<file path="src/rtl/mem_stage.sv">
// mem_stage: pipeline MEM stage with a stalling data-memory handshake, load/store lane formatting and a registered MEM/WB result.
// Optional feature: define MEM_MISALIGN_TRAP_EN to trap misaligned lw/sw/lh/lhu/sh accesses instead of issuing them.
module mem_stage #(
   parameter int MAX_WAIT = 255
) (
   input  logic        clk,
   input  logic        rst,
   input  logic        ex_valid,
   input  logic        ex_mem_read,
   input  logic        ex_mem_write,
   input  logic [2:0]  ex_funct3,
   input  logic [31:0] ex_alu_out,
   input  logic [31:0] ex_rs2,
   input  logic [4:0]  ex_rd,
   input  logic        ex_load_regfile,
   output logic        dmem_read,
   output logic        dmem_write,
   output logic [31:0] dmem_address,
   output logic [31:0] dmem_wdata,
   output logic [3:0]  dmem_byte_enable,
   input  logic [31:0] dmem_rdata,
   input  logic        dmem_resp,
   output logic        mem_stall,
   output logic        wb_valid,
   output logic [4:0]  wb_rd,
   output logic        wb_load_regfile,
   output logic [31:0] wb_data,
   output logic        timeout_err,
   output logic        misalign
);
   typedef enum logic [1:0] {IDLE, REQ, DONE} state_t;
   state_t      state;
   logic [15:0] cnt;
   logic [2:0]  f3_q;
   logic [1:0]  off_q;
   logic [4:0]  rd_q;
   logic        lrf_q;
   logic        load_q;
   logic [1:0]  off;
   logic        memop;
   logic        mis;
   logic        accept;
   logic        tmo;
   logic [3:0]  be_base;
   logic [7:0]  lb_byte;
   logic [15:0] lh_half;
   logic [31:0] ld_fmt;

   assign off = ex_alu_out[1:0];
   assign memop = ex_valid & (ex_mem_read | ex_mem_write);
`ifdef MEM_MISALIGN_TRAP_EN
   assign mis = memop & (state != REQ) & (((ex_funct3[1:0] == 2'b10) & (off != 2'b00)) | ((ex_funct3[1:0] == 2'b01) & off[0]));
`else
   assign mis = 1'b0;
`endif
   assign accept = memop & (state != REQ) & ~mis;
   assign mem_stall = accept | (state == REQ);
   assign tmo = (cnt == 16'(MAX_WAIT - 1));
   assign be_base = (ex_funct3[1:0] == 2'b00) ? 4'b0001 : (ex_funct3[1:0] == 2'b01) ? 4'b0011 : 4'b1111;
   assign lb_byte = dmem_rdata[{off_q, 3'b000} +: 8];
   assign lh_half = off_q[1] ? dmem_rdata[31:16] : dmem_rdata[15:0];
   assign ld_fmt = (f3_q == 3'b000) ? {{24{lb_byte[7]}}, lb_byte} :
                   (f3_q == 3'b100) ? {24'd0, lb_byte} :
                   (f3_q == 3'b001) ? {{16{lh_half[15]}}, lh_half} :
                   (f3_q == 3'b101) ? {16'd0, lh_half} : dmem_rdata;

   // FSM: issue/hold the memory request, wait for response or timeout, and register the write-back result
   always_ff @(posedge clk or negedge rst) begin
      if (!rst) begin
         state            <= IDLE;
         cnt              <= 16'd0;
         f3_q             <= 3'd0;
         off_q            <= 2'd0;
         rd_q             <= 5'd0;
         lrf_q            <= 1'b0;
         load_q           <= 1'b0;
         dmem_read        <= 1'b0;
         dmem_write       <= 1'b0;
         dmem_address     <= 32'd0;
         dmem_wdata       <= 32'd0;
         dmem_byte_enable <= 4'd0;
         wb_valid         <= 1'b0;
         wb_rd            <= 5'd0;
         wb_load_regfile  <= 1'b0;
         wb_data          <= 32'd0;
         timeout_err      <= 1'b0;
         misalign         <= 1'b0;
      end else if (state == REQ) begin
         misalign <= 1'b0;
         cnt      <= cnt + 16'd1;
         if (dmem_resp | tmo) begin
            state            <= DONE;
            dmem_read        <= 1'b0;
            dmem_write       <= 1'b0;
            dmem_byte_enable <= 4'd0;
            wb_valid         <= 1'b1;
            wb_rd            <= rd_q;
            wb_load_regfile  <= lrf_q;
            wb_data          <= (dmem_resp & load_q) ? ld_fmt : 32'd0;
            timeout_err      <= timeout_err | ~dmem_resp;
         end
      end else begin
         state           <= accept ? REQ : IDLE;
         cnt             <= 16'd0;
         wb_valid        <= ex_valid & ~accept;
         wb_rd           <= ex_rd;
         wb_load_regfile <= ex_valid & ~memop & ex_load_regfile;
         wb_data         <= memop ? 32'd0 : ex_alu_out;
         misalign        <= mis;
         if (accept) begin
            dmem_read        <= ex_mem_read;
            dmem_write       <= ex_mem_write & ~ex_mem_read;
            dmem_address     <= {ex_alu_out[31:2], 2'b00};
            dmem_wdata       <= ex_mem_read ? 32'd0 : ex_rs2 << {off, 3'b000};
            dmem_byte_enable <= ex_mem_read ? 4'd0 : be_base << off;
            f3_q             <= ex_funct3;
            off_q            <= off;
            rd_q             <= ex_rd;
            lrf_q            <= ex_load_regfile;
            load_q           <= ex_mem_read;
         end
      end
   end
endmodule

</file>
<file path="config.mk">
export PLATFORM = sky130hd
export DESIGN_NAME = mem_stage
export DESIGN_NICKNAME = d
export VERILOG_FILES = /design/src/rtl/mem_stage.sv
export SDC_FILE = /design/constraint.sdc
export NUM_CORES = 1
export LEC_CHECK = 0
export CORE_MARGIN = 3
export CORE_UTILIZATION = 40
export DETAILED_ROUTE_END_ITERATION = 16
export MAX_ROUTING_LAYER = met4
export PLACE_DENSITY = 0.74
export SLEW_MARGIN = 5
export SYNTH_ARGS = -nofsm -noshare
export SYNTH_HDL_FRONTEND = slang
export SYNTH_SLANG_ARGS = --single-unit
</file>
<file path="constraint.sdc">
create_clock -name clk -period 2.4 [get_ports clk]
set_input_delay 0.36 -clock clk [delete_from_list [all_inputs] [get_ports clk]]
set_output_delay 0.36 -clock clk [all_outputs]
set_load 0.01 [all_outputs]
</file>
Yosys cells after proc, flatten, opt, wreduce, memory -nomap -nowiden

Index checks and enable logic that the tools add are counted.

Input bits: 111
Output and inout port bits: 112
Flip-flop bits (word level): 138
Word-level logic and storage cells: 82

Shifts and indexed selects: 3
Eq/ne operators: 8
Reduce and logical (&&, ||, !) cells: 6
Bitwise logic cells: 16
Multiplexer cells: 31
Add/sub/neg operators: 1

Operators with widths:

| kind                                                                    | number |
|---|---|
| 32-bit two-way mux                                                      | 9 |
| 16-bit two-way mux                                                      | 2 |
| 32-bit by 6-bit variable part select with 8-bit output                  | 1 |
| 32-bit by 5-bit << shifter with 32-bit output                           | 1 |
| 4-bit two-way mux                                                       | 6 |
| 16-bit by 1-bit adder with 16-bit output, second input constant         | 1 |
| 16-bit by 8-bit equality test with 1-bit output, second input constant  | 1 |
| 1-bit two-way mux                                                       | 10 |
| 5-bit two-way mux                                                       | 2 |
| 1-bit bitwise AND                                                       | 7 |
| 3-bit equality test, second input constant                              | 2 |
| 2-bit AND reduction                                                     | 3 |
| 1-bit NOT                                                               | 5 |
| 2-bit by 1-bit equality test with 1-bit output, second input constant   | 2 |
| 2-bit two-way mux                                                       | 2 |
| 2-bit by 1-bit inequality test with 1-bit output, second input constant | 2 |
| 1-bit OR                                                                | 4 |
| 4-bit by 2-bit << shifter with 4-bit output                             | 1 |
| 3-bit by 1-bit equality test with 1-bit output, second input constant   | 1 |
| 3-bit zero test                                                         | 1 |
| 2-bit zero test                                                         | 1 |
| 2-bit nonzero test                                                      | 1 |

Depth between registers and ports, before layout

Depth after elaboration: 8
Mapped depth: 8
Mapped depth without buffers: 6

Worst setup path before layout

No wires, ideal clock.

Path kind: register -> register
Start point: register cnt[0]
End point: register wb_rd[3]
Path buffers: 2
Arrival: 1644 ps
Data required time: 2274 ps
Path slack: 630 ps
Stages on the path, launching flop included: 9
Path through: dfrtp_1 > inv_1 > ha_1 > nor4b_4 > and4b_1 > buf_6 > nor2_2 > buf_6 > a221o_1

Cells in the longest elaborated chain, start to end: 3

RTL lines:

| what                                                       | line | text |
|---|---|---|
| start: declaration                                         | 33   | `logic [15:0] cnt;` |
| start signal: assignment                                   | 90   | `cnt <= cnt + 16'd1;` |
| 16-bit by 8-bit equality test with 1-bit output            | 58   | `assign tmo = (cnt == 16'(MAX_WAIT - 1));` |
| 1-bit OR                                                   | 91   | `if (dmem_resp \| tmo) begin` |
| 2-bit by 1-bit inequality test with 1-bit output (no line) | -    |  |
| end signal: assignment                                     | 97   | `wb_rd <= rd_q;` |
| end signal: assignment                                     | 106  | `wb_rd <= ex_rd;` |
| end: declaration                                           | 25   | `output logic [4:0] wb_rd,` |

No other way between the ends.
A chain may end at the register's enable or synchronous reset.

Worst setup path in the final report

Start point: register f3_q[1]
End point: register wb_data[4]

Cells in the longest elaborated chain, start to end: 8

RTL lines:

| what                     | line | text |
|---|---|---|
| start: declaration       | 34   | `logic [2:0] f3_q;` |
| start signal: assignment | 116  | `f3_q <= ex_funct3;` |
| 3-bit equality test      | 65   | `(f3_q == 3'b101) ? {16'd0, lh_half} : dmem_rdata;` |
| 32-bit two-way mux       | 65   |  |
| 32-bit two-way mux       | 64   | `(f3_q == 3'b001) ? {{16{lh_half[15]}}, lh_half} :` |
| 32-bit two-way mux       | 63   | `(f3_q == 3'b100) ? {24'd0, lb_byte} :` |
| 32-bit two-way mux *     | 62   | `assign ld_fmt = (f3_q == 3'b000) ? {{24{lb_byte[7]}}, lb_byte} :` |
| 32-bit two-way mux *     | 99   | `wb_data <= (dmem_resp & load_q) ? ld_fmt : 32'd0;` |
| 32-bit two-way mux *     | 91   |  |
| 32-bit two-way mux *     | 88   | `end else if (state == REQ) begin` |
| end signal: assignment   | 99   |  |
| end signal: assignment   | 108  | `wb_data <= memop ? 32'd0 : ex_alu_out;` |
| end: declaration         | 27   | `output logic [31:0] wb_data,` |

Every way passes the cells marked *; elsewhere a longest branch is shown, timed or not. The select of a mux whose other input is x is not followed.

==> metrics.md <==
| Metric | Value |
|---|---|
| Outcome | `finished, final reports clean` |
| Starting utilization of the core area | `0.414` |
| Aggregate negative setup slack | `0 ns` |
| Horiz. Die Dim | `138 um` |
| Static leakage power | `4.11 nW` |
| Fraction of power spent switching nets | `0.308` |
| CTS buffer count | `17` |
| Pin count of the biggest net entering global routing | `52` |
| Number of flops mapped to enable cells by yosys | `0` |
| Final Hold Slack | `0.432 ns` |
| Final Hold Fails | `0` |
| Worst reg2reg startpoint | `f3_q[1]` |
| Yosys Warn Count | `0` |
| Worst-path maximum fanout | `12` |
| Achievable frequency | `about 0.43 GHz` |
| Max Clock Skew | `~0.0097 ns` |
| RD Place Congestion | `around 0.93` |
| Category of the critical setup timing path | `flop to flop` |
| Final number of setup-violating endpoints | `0` |
| Total Die Area | `approximately 19,000 um^2` |
| Total iterations of the first detailed-routing run | `6` |
| Pwr dens | `813 nW/um^2` |
| Actual slew at the worst max-slew pin | `0.879 ns` |
| Clock tree sinks | `between 100 and 150` |
| Post-route design area | `9990 um^2` |
| Iteration-0 DRC Markers | `536` |
| Number of slew-limit violations in the final report | `0` |
| Mean routed wirelength per cell | `20.1 um` |
| Clock transition at the registers of the reported paths | `around 0.060 ns` |
| Capture point of the worst reg-to-reg path | `wb_data[4]` |
| Post-place setup slack | `~0.11 ns` |
| Number of flip-flops and latches in the synthesized netlist | `138` |
| Core Region | `16,800 um^2` |
| Slowest library cell on the worst path | `sky130_fd_sc_hd__a2111oi_0` |
| Routed via count | `6,150` |
| Startpoint kind of the worst setup timing path | `flop` |
| Part of the cycle the worst path needs | `0.965` |
| Headroom to the max-slew limit | `0.409` |
| Final worst-path setup slack | `~0.085 ns` |
| CTS tree | `built` |
| Switching power | `2.50 mW` |
| Library cell with the highest instance count after synthesis | `sky130_fd_sc_hd__dfrtp_1` |
| Reg-to-reg setup timing slack | `0.08 ns` |
| Asr flop ratio synth | `1.00` |
| Type of the tightest min-delay check | `input pin to asynchronous set/reset pin` |
| Share of layout cells above drive strength 1 | `0.148` |
| Post-cts sizing count | `0` |
| Number of buffers on the longest clock path | `2` |
| Data arrival time of the critical path | `2.67 ns` |
| Residual overflow from global routing | `0` |
| Register area share after synthesis | `0.498` |
| RSZ-0062 raised after global routing | `no` |
| Dpl cell area | `9410 um^2` |
| Leading area contributor after synthesis | `sky130_fd_sc_hd__dfrtp_1` |
| Number of top-level design ports | `223` |
| Proportion of netlist area held by the largest area contributor | `0.498` |
| Number of filler instances in the final layout | `1,454` |
| Share of the core filled with cells | `0.596` |
| Type of destination of the critical path | `flop` |
| CP peak stage delay | `around 0.76 ns` |
| Cell at the root of the clock tree | `sky130_fd_sc_hd__clkbuf_16` |
| DR DRC count | `0` |
| Power share of the combinational group | `0.317` |
| Initial antenna violation count | `1` |
| Minimum clock period | `around 2.3 ns` |
| Cell-by-cell listing of the critical path | `nand2b_1 > o22ai_1 > a2111oi_0 > buf_4 > a221o_1` |
| Predominant post-synthesis flop cell | `sky130_fd_sc_hd__dfrtp_1` |
| Routed wire length | `21,800 um` |
| Dpl hpwl | `15,700 um` |
| Final Total Pwr | `8.11 mW` |
| DIE HEIGHT | `about 140 um` |
| # H-tree levels | `4` |
| Via count of the first global-routing pass | `5,922` |
| Cell internal pwr | `roughly 5.6 mW` |
| R2R depth | `5` |
| Top cells by instance count after synthesis | `138 x sky130_fd_sc_hd__dfrtp_1, 53 x sky130_fd_sc_hd__nand2_1, 44 x sky130_fd_sc_hd__mux2_2` |
| Global-route wire length before repair | `33,300 um` |
| ANT nets after route | `0` |
| Total number of nets in the final design | `965` |
| Clock share of power | `0.308` |
| Worst IR Drop VDD | `0.000537 V` |
| Number of buffers inserted by port buffering | `around 220` |
| Cell count after synthesis | `634` |
| Synthesized area per cell | `10.9 um^2` |
| Number of cells in the finished layout apart from fillers | `approximately 1,100` |
| Max Cap Viol | `0` |
| Placed Cells incl. Taps | `1,052` |
| CP delay by family, top | `compound AO/OA/AOI/OAI gates` |
| Number of placement rows | `47` |
| DR vias/cell | `5.66` |
| Global-route usage over all layers | `0.236` |
| P&R area growth vs syn | `43.9%` |
| Number of library cell types mapped by synthesis | `59` |
| Total buffers and inverters traversed by the critical path | `1` |
| Critical path data required time | `2.76 ns` |
| Later-pin clock latency in the skew report | `0.43 ns` |
| Reg power frac | `0.376` |
| Synthesized area | `approximately 7000 um^2` |
| Top post-synthesis cells by area | `sky130_fd_sc_hd__dfrtp_1 50%, sky130_fd_sc_hd__mux2_2 7.1%, sky130_fd_sc_hd__nand2_1 2.9%` |
layer usage:
metal	vias to the layer above	routed length, um	track usage	share of wire
met5	-	0	-	0
met4	0	433	0.0763	0.020
met3	37	1670	0.0530	0.076
met2	262	10200	0.356	0.46
met1	3042	9590	0.318	0.44
li1	2809	-	-	-
power by group through the flow:
stage	Sequential [mW]	Clock [mW]	Combinational [mW]
2_1_floorplan	3.17	0	1.11
3_3_place_gp	3.07	0	2.53
3_5_place_dp	3.08	0	2.57
4_1_cts	3.05	2.56	2.58
5_1_grt	3.10	2.66	2.77
6_report	3.05	2.50	2.57
worst max path at each step:
stage / startpoint / to / slack [ns] / depth (start not counted)
final: f3_q[1] / wb_data[4] / 0.08 / 5
after floorplan: cnt[0] / wb_rd[3] / 0.63 / 8
after detailed placement: dmem_resp / wb_data[4] / 0.11 / 6
after CTS: f3_q[1] / wb_data[4] / 0.15 / 5
after global placement: dmem_resp / wb_data[4] / 0.18 / 6
after global routing: f3_q[1] / wb_data[4] / 0.02 / 5
worst reg2reg max path, stage by stage (launching register included):
cell and delay (ns):
sky130_fd_sc_hd__dfrtp_1 0.59, sky130_fd_sc_hd__nand2b_1 0.43, sky130_fd_sc_hd__o22ai_1 0.16, sky130_fd_sc_hd__a2111oi_0 0.76
sky130_fd_sc_hd__buf_4 0.22, sky130_fd_sc_hd__a221o_1 0.09
cell type report:
class / instances / area [um^2] / area share
Sequential cell: 138 / 3450 / 0.346
Multi-Input combinational cell: 436 / 3190 / 0.320
Timing Repair Buffer: 249 / 2460 / 0.246
Clock buffer: 20 / 447 / 0.0447
Tap cell: 220 / 275 / 0.0276
Clock inverter: 12 / 119 / 0.0119
Inverter: 10 / 37.5 / 0.00376
Antenna cell: 1 / 2.50 / 0.000251
cell families (layout without fill, tap and decap cells):
kind of cell             count (synthesis)  in the layout  synth area share
AND/OR/NAND/NOR                        192            192             0.145
AO/OA/AOI/OAI                          158            158             0.173
adder cells (fa/ha/maj)                  2              2           0.00361
XOR/XNOR                                11             11            0.0139
other                                    1              4          0.000541
buffers and inverters                   62            291            0.0429
flip-flops                             138            138             0.498
multiplexers                            70             70             0.123
registers in the layout, indices dropped and copies added, names as in the netlist, 2 cells and up:
name,cells
cnt,16
dmem_address,30
dmem_byte_enable,4
dmem_wdata,32
f3_q,3
off_q,2
rd_q,5
state,2
wb_data,32
wb_rd,5
timing repair:
item	4_1_cts	5_1_grt
hold buffers	1	0
endpoints found under the hold margin	45	0
setup buffers	0	0
layout by cell type (no fill, tap or decap), types with 9 or more instances in the layout:
cell type                         Yosys  routed
sky130_fd_sc_hd__a2111oi_0            9       9
sky130_fd_sc_hd__a221o_1             13      13
sky130_fd_sc_hd__dfrtp_1            138     138
sky130_fd_sc_hd__nor2_1              39      39
sky130_fd_sc_hd__a32o_1               9       9
sky130_fd_sc_hd__and2_1              16      16
sky130_fd_sc_hd__clkdlybuf4s50_1      0     218
sky130_fd_sc_hd__clkbuf_16            0      17
sky130_fd_sc_hd__mux2i_1             18      18
sky130_fd_sc_hd__nor3_1              22      22
sky130_fd_sc_hd__o31ai_1             10      10
sky130_fd_sc_hd__nand2_1             53      53
sky130_fd_sc_hd__a22o_1              16      16
sky130_fd_sc_hd__mux2_2              44      44
sky130_fd_sc_hd__a31oi_1             16      16
sky130_fd_sc_hd__o21ai_0             30      30
sky130_fd_sc_hd__a211o_1              9       9
sky130_fd_sc_hd__buf_4                5      26
sky130_fd_sc_hd__nand4_1              9       9
sky130_fd_sc_hd__xnor2_1             10      10
sky130_fd_sc_hd__nor2b_1             11      11
(Power assumes the default switching activity.)
==> RTL edit 1, RTL diff (config.mk and constraints unchanged) <==
Re-encode `state_t` (3 states) as one-hot, 3 bits wide.
--- a/src/rtl/mem_stage.sv
+++ b/src/rtl/mem_stage.sv
@@ -28,7 +28,7 @@
    output logic        timeout_err,
    output logic        misalign
 );
-   typedef enum logic [1:0] {IDLE, REQ, DONE} state_t;
+   typedef enum logic [2:0] {IDLE = 3'b001, REQ = 3'b010, DONE = 3'b100} state_t;
    state_t      state;
    logic [15:0] cnt;
    logic [2:0]  f3_q;
Behaviour: no difference found for any inputs over 4 cycles, from zero or initial values and one cycle with rst low; so few cycles prove little.
==> RTL edit 1 against the unedited design <==
The flow now stops in detailed routing (5_2_route). Synthesized area shrank 1.4%.
==> RTL edit 1: results (changes against the unedited design) <==
cts-resized-gates: 0  # unchanged
grt-ovfl-total: 0  # unchanged
cts.path.max_buffers: 2  # unchanged
cts-htree-levels: 4  # unchanged
gp_congestion: 0.8896  # -4.3%
yosysWarnings: 0  # unchanged
yosys-top-cells-count: "dfrtp_1 (138), nand2_1 (39), nor2_1 (34)"
repair-timing-grt-worst-ep: "wb_data[29]$_DFFE_PN0P_/D"
async_flop_share_pct: 100.0  # unchanged
error: "[ERROR DRT-0255] Maze Route cannot find path of net clk in worker of routeBox ( 96600 96600 ) ( 136780 136780 )."
numCtsBuffers: 17  # unchanged
cts.sinks: 139  # +0.72%
ys_seq_area_share_pct: 50.86  # +1.1 points
outcome: "aborted with a tool error"
synthTopCellsByArea: "dfrtp_1 (50%), a221o_1 (4.7%), mux2_1 (4.4%)"
synth.distinct_cells: 63  # +6.8%
lastStage: "detailed routing (5_2_route)"
antenna_found_initial: 0  # -1
worst_endpoint_kind: "register data pin"
clock-root-buffer: "clkbuf_16"
dp_hpwl_mm: 15.64  # -0.67%
hold_buffers: 1  # unchanged
synth_ff_type: "dfrtp_1"
grt_usage_pct: 23.33  # -0.27 points
grt_pass1_wl_mm: 33.12  # -0.58%
grt_pass1_vias: 6100  # +3.0%
grt_max_degree: 58  # +12%
io_buffers: 219  # unchanged
cts_setup_buffers: 0  # unchanged
RTL edit 1: cell count changes after synthesis, sizes merged, moves of 9 or more:
cell   unedited run  this run
nand2            55        39
a221o            13        32
nor2b            11        20
nor3             23         5
o21ai            31        21
o31ai            10         0
RTL edit 1: through the flow:
stage	cell area (um^2)	worst slack [ns]	cells	hold slack (ns)	utilization, %
5_1_grt	9917	0.09298	1056	0.4840	59.59
4_1_cts	9915	0.02145	1056	0.4672	59.57
3_5_place_dp	9320	0.1886	1024	0.3585	56.00
3_3_place_gp	9320	0.2641	1024	0.3504	56.00
2_1_floorplan	6849	0.6001	602	0.06441	-
RTL edit 1: metal layers:
layer	GRT usage, %
met3	4.338
met4	7.095
met5	-
met2	37.54
met1	30.22
RTL edit 1: cell families after synthesis:
group / count (synthesis) / share of synthesized area, %
xor+xnor: 11 / 1.408
other cells: 1 / 0.05481
compound gates: 164 / 19.40
flops: 139 / 50.86
mux: 66 / 10.74
fa+ha+maj: 2 / 0.3657
buf+inv: 60 / 4.901
simple gates: 157 / 12.27
==> RTL edit 2, RTL diff (config.mk and constraints unchanged) <==
Made on the original files. Build with the macro `MEM_MISALIGN_TRAP_EN` defined.
--- a/src/rtl/mem_stage.sv
+++ b/src/rtl/mem_stage.sv
@@ -1,5 +1,7 @@
 // mem_stage: pipeline MEM stage with a stalling data-memory handshake, load/store lane formatting and a registered MEM/WB result.
 // Optional feature: define MEM_MISALIGN_TRAP_EN to trap misaligned lw/sw/lh/lhu/sh accesses instead of issuing them.
+`define MEM_MISALIGN_TRAP_EN
+
 module mem_stage #(
    parameter int MAX_WAIT = 255
 ) (
Behaviour: not the same (a bounded check fails within 4 cycles, from zero or initial values and one cycle with rst low).
==> RTL edit 2 against the unedited design <==
Synthesized cell count is 0.16% lower. Setup slack better by 0.0021 ns. Critical path type is now in -> out. Power is 8.1% higher. Critical endpoint is now mem_stall. Cell area is 2.9% higher. Register-to-register slack better by 0.23 ns. Sequential cell count is 1 higher. Highest routed layer unchanged. Largest power group unchanged. Synthesized area is 2.6% higher. Wire length is 2.2% lower.
==> RTL edit 2: results (changes against the unedited design) <==
outcome: "finished clean"
pg_seq_mw: 3.10  # +2%
critPathLaunch: "ex_funct3[1]"
critPathMaxStageDelay_ns: 0.56  # -0.20 ns
share_seq_of_total_power_pct: 35.3  # -2.3 points
skew_ns: 0.006724  # -0.002946 ns
synth.distinct_cells: 54  # -8.5%
grt_pass1_wl_mm: 34.13  # +2.4%
wl_met1_mm: 9.099  # -5.1%
gp_congestion: 0.8653  # -7.0%
muxShareOfSynthArea_pct: 14.25  # +1.9 points
grt_usage_pct: 22.64  # -0.96 points
drt_iter0_drc: 328  # -39%
drive_above_1_share_pct: 15.31  # +0.52 points
slew_headroom_pct: 43.14  # +2.2 points
num-fill-cells: 1437  # -1.2%
synthTopCellsByArea: "dfrtp_1 (49%), mux2_2 (7.6%), a221o_1 (4.8%)"
timing.rr.end: "wb_data[3]"
reg2reg_setup_slack_ns: 0.31  # +0.23 ns
p_sw_mw: 2.595  # +3.9%
vdd_ir_drop_max_uv: 524.7  # -2.3%
yosys.area_share.adder_pct: 0.3514  # -0.0093 points
diodes: 0  # -1
cp_max_fo: 3  # -9
dp_hpwl_mm: 15.35  # -2.5%
synth_xor_area_share_pct: 1.353  # -0.036 points
fin_nets: 962  # -0.31%
drt-vias-per-instance: 5.572  # -1.6%
met2_usage_pct: 35.85  # +0.28 points
io_buffers: 220  # +0.46%
first_pass_iters: 5  # -1
placed_area_mm2: 0.009629  # +2.3%
wl_per_cell_um: 19.64  # -2.3%
dr_wl_met2_mm: 10.59  # +4.4%
use_met1_pct: 29.15  # -2.6 points
synth_compound_area_share_pct: 18.33  # +1.1 points
grt_pass1_vias: 6128  # +3.5%
grt_max_degree: 56  # +7.7%
antenna_found_initial: 0  # -1
crit_slowest_cell: "clkdlybuf4s50_1"
critPathTopFamily: "buffers and inverters"
grt_use_met3_pct: 4.296  # -1.0 points
p_leak_nw: 4.249  # +3.3%
place_ws_ns: 0.09141  # -0.02026 ns
met3_wirelength_mm: 1.099  # -34%
crit_arrival_ns: 1.95  # -0.72 ns
clock_power_share_pct: 32.6  # +1.8 points
RTL edit 2: final cells by class:
type | instances | area [um^2] | area share [%]
flip-flops and latches | 139 | 3478 | 33.83
multi-input cells | 426 | 3318 | 32.27
repair buffers | 251 | 2509 | 24.40
clock buffers | 19 | 452.9 | 4.406
well taps | 225 | 281.5 | 2.738
clock inverters | 13 | 188.9 | 1.838
inverters | 14 | 52.55 | 0.5111
RTL edit 2: how the worst max path moves through the flow:
stage	endpoint	slack, ns
floorplan	wb_data[23]	0.55
global placement	wb_data[16]	0.12
detailed placement	wb_data[26]	0.09
CTS	mem_stall	0.09
global route	mem_stall	0.009
finish	mem_stall	0.09
RTL edit 2: stage by stage:
stage	util [%]	cells	hold WS, ns
2_1_floorplan	-	634	0.06441
3_3_place_gp	55.48	1054	0.3652
3_5_place_dp	55.48	1054	0.3635
4_1_cts	59.23	1087	0.4799
5_1_grt	59.23	1087	0.5188
6_report	59.23	1087	0.4751
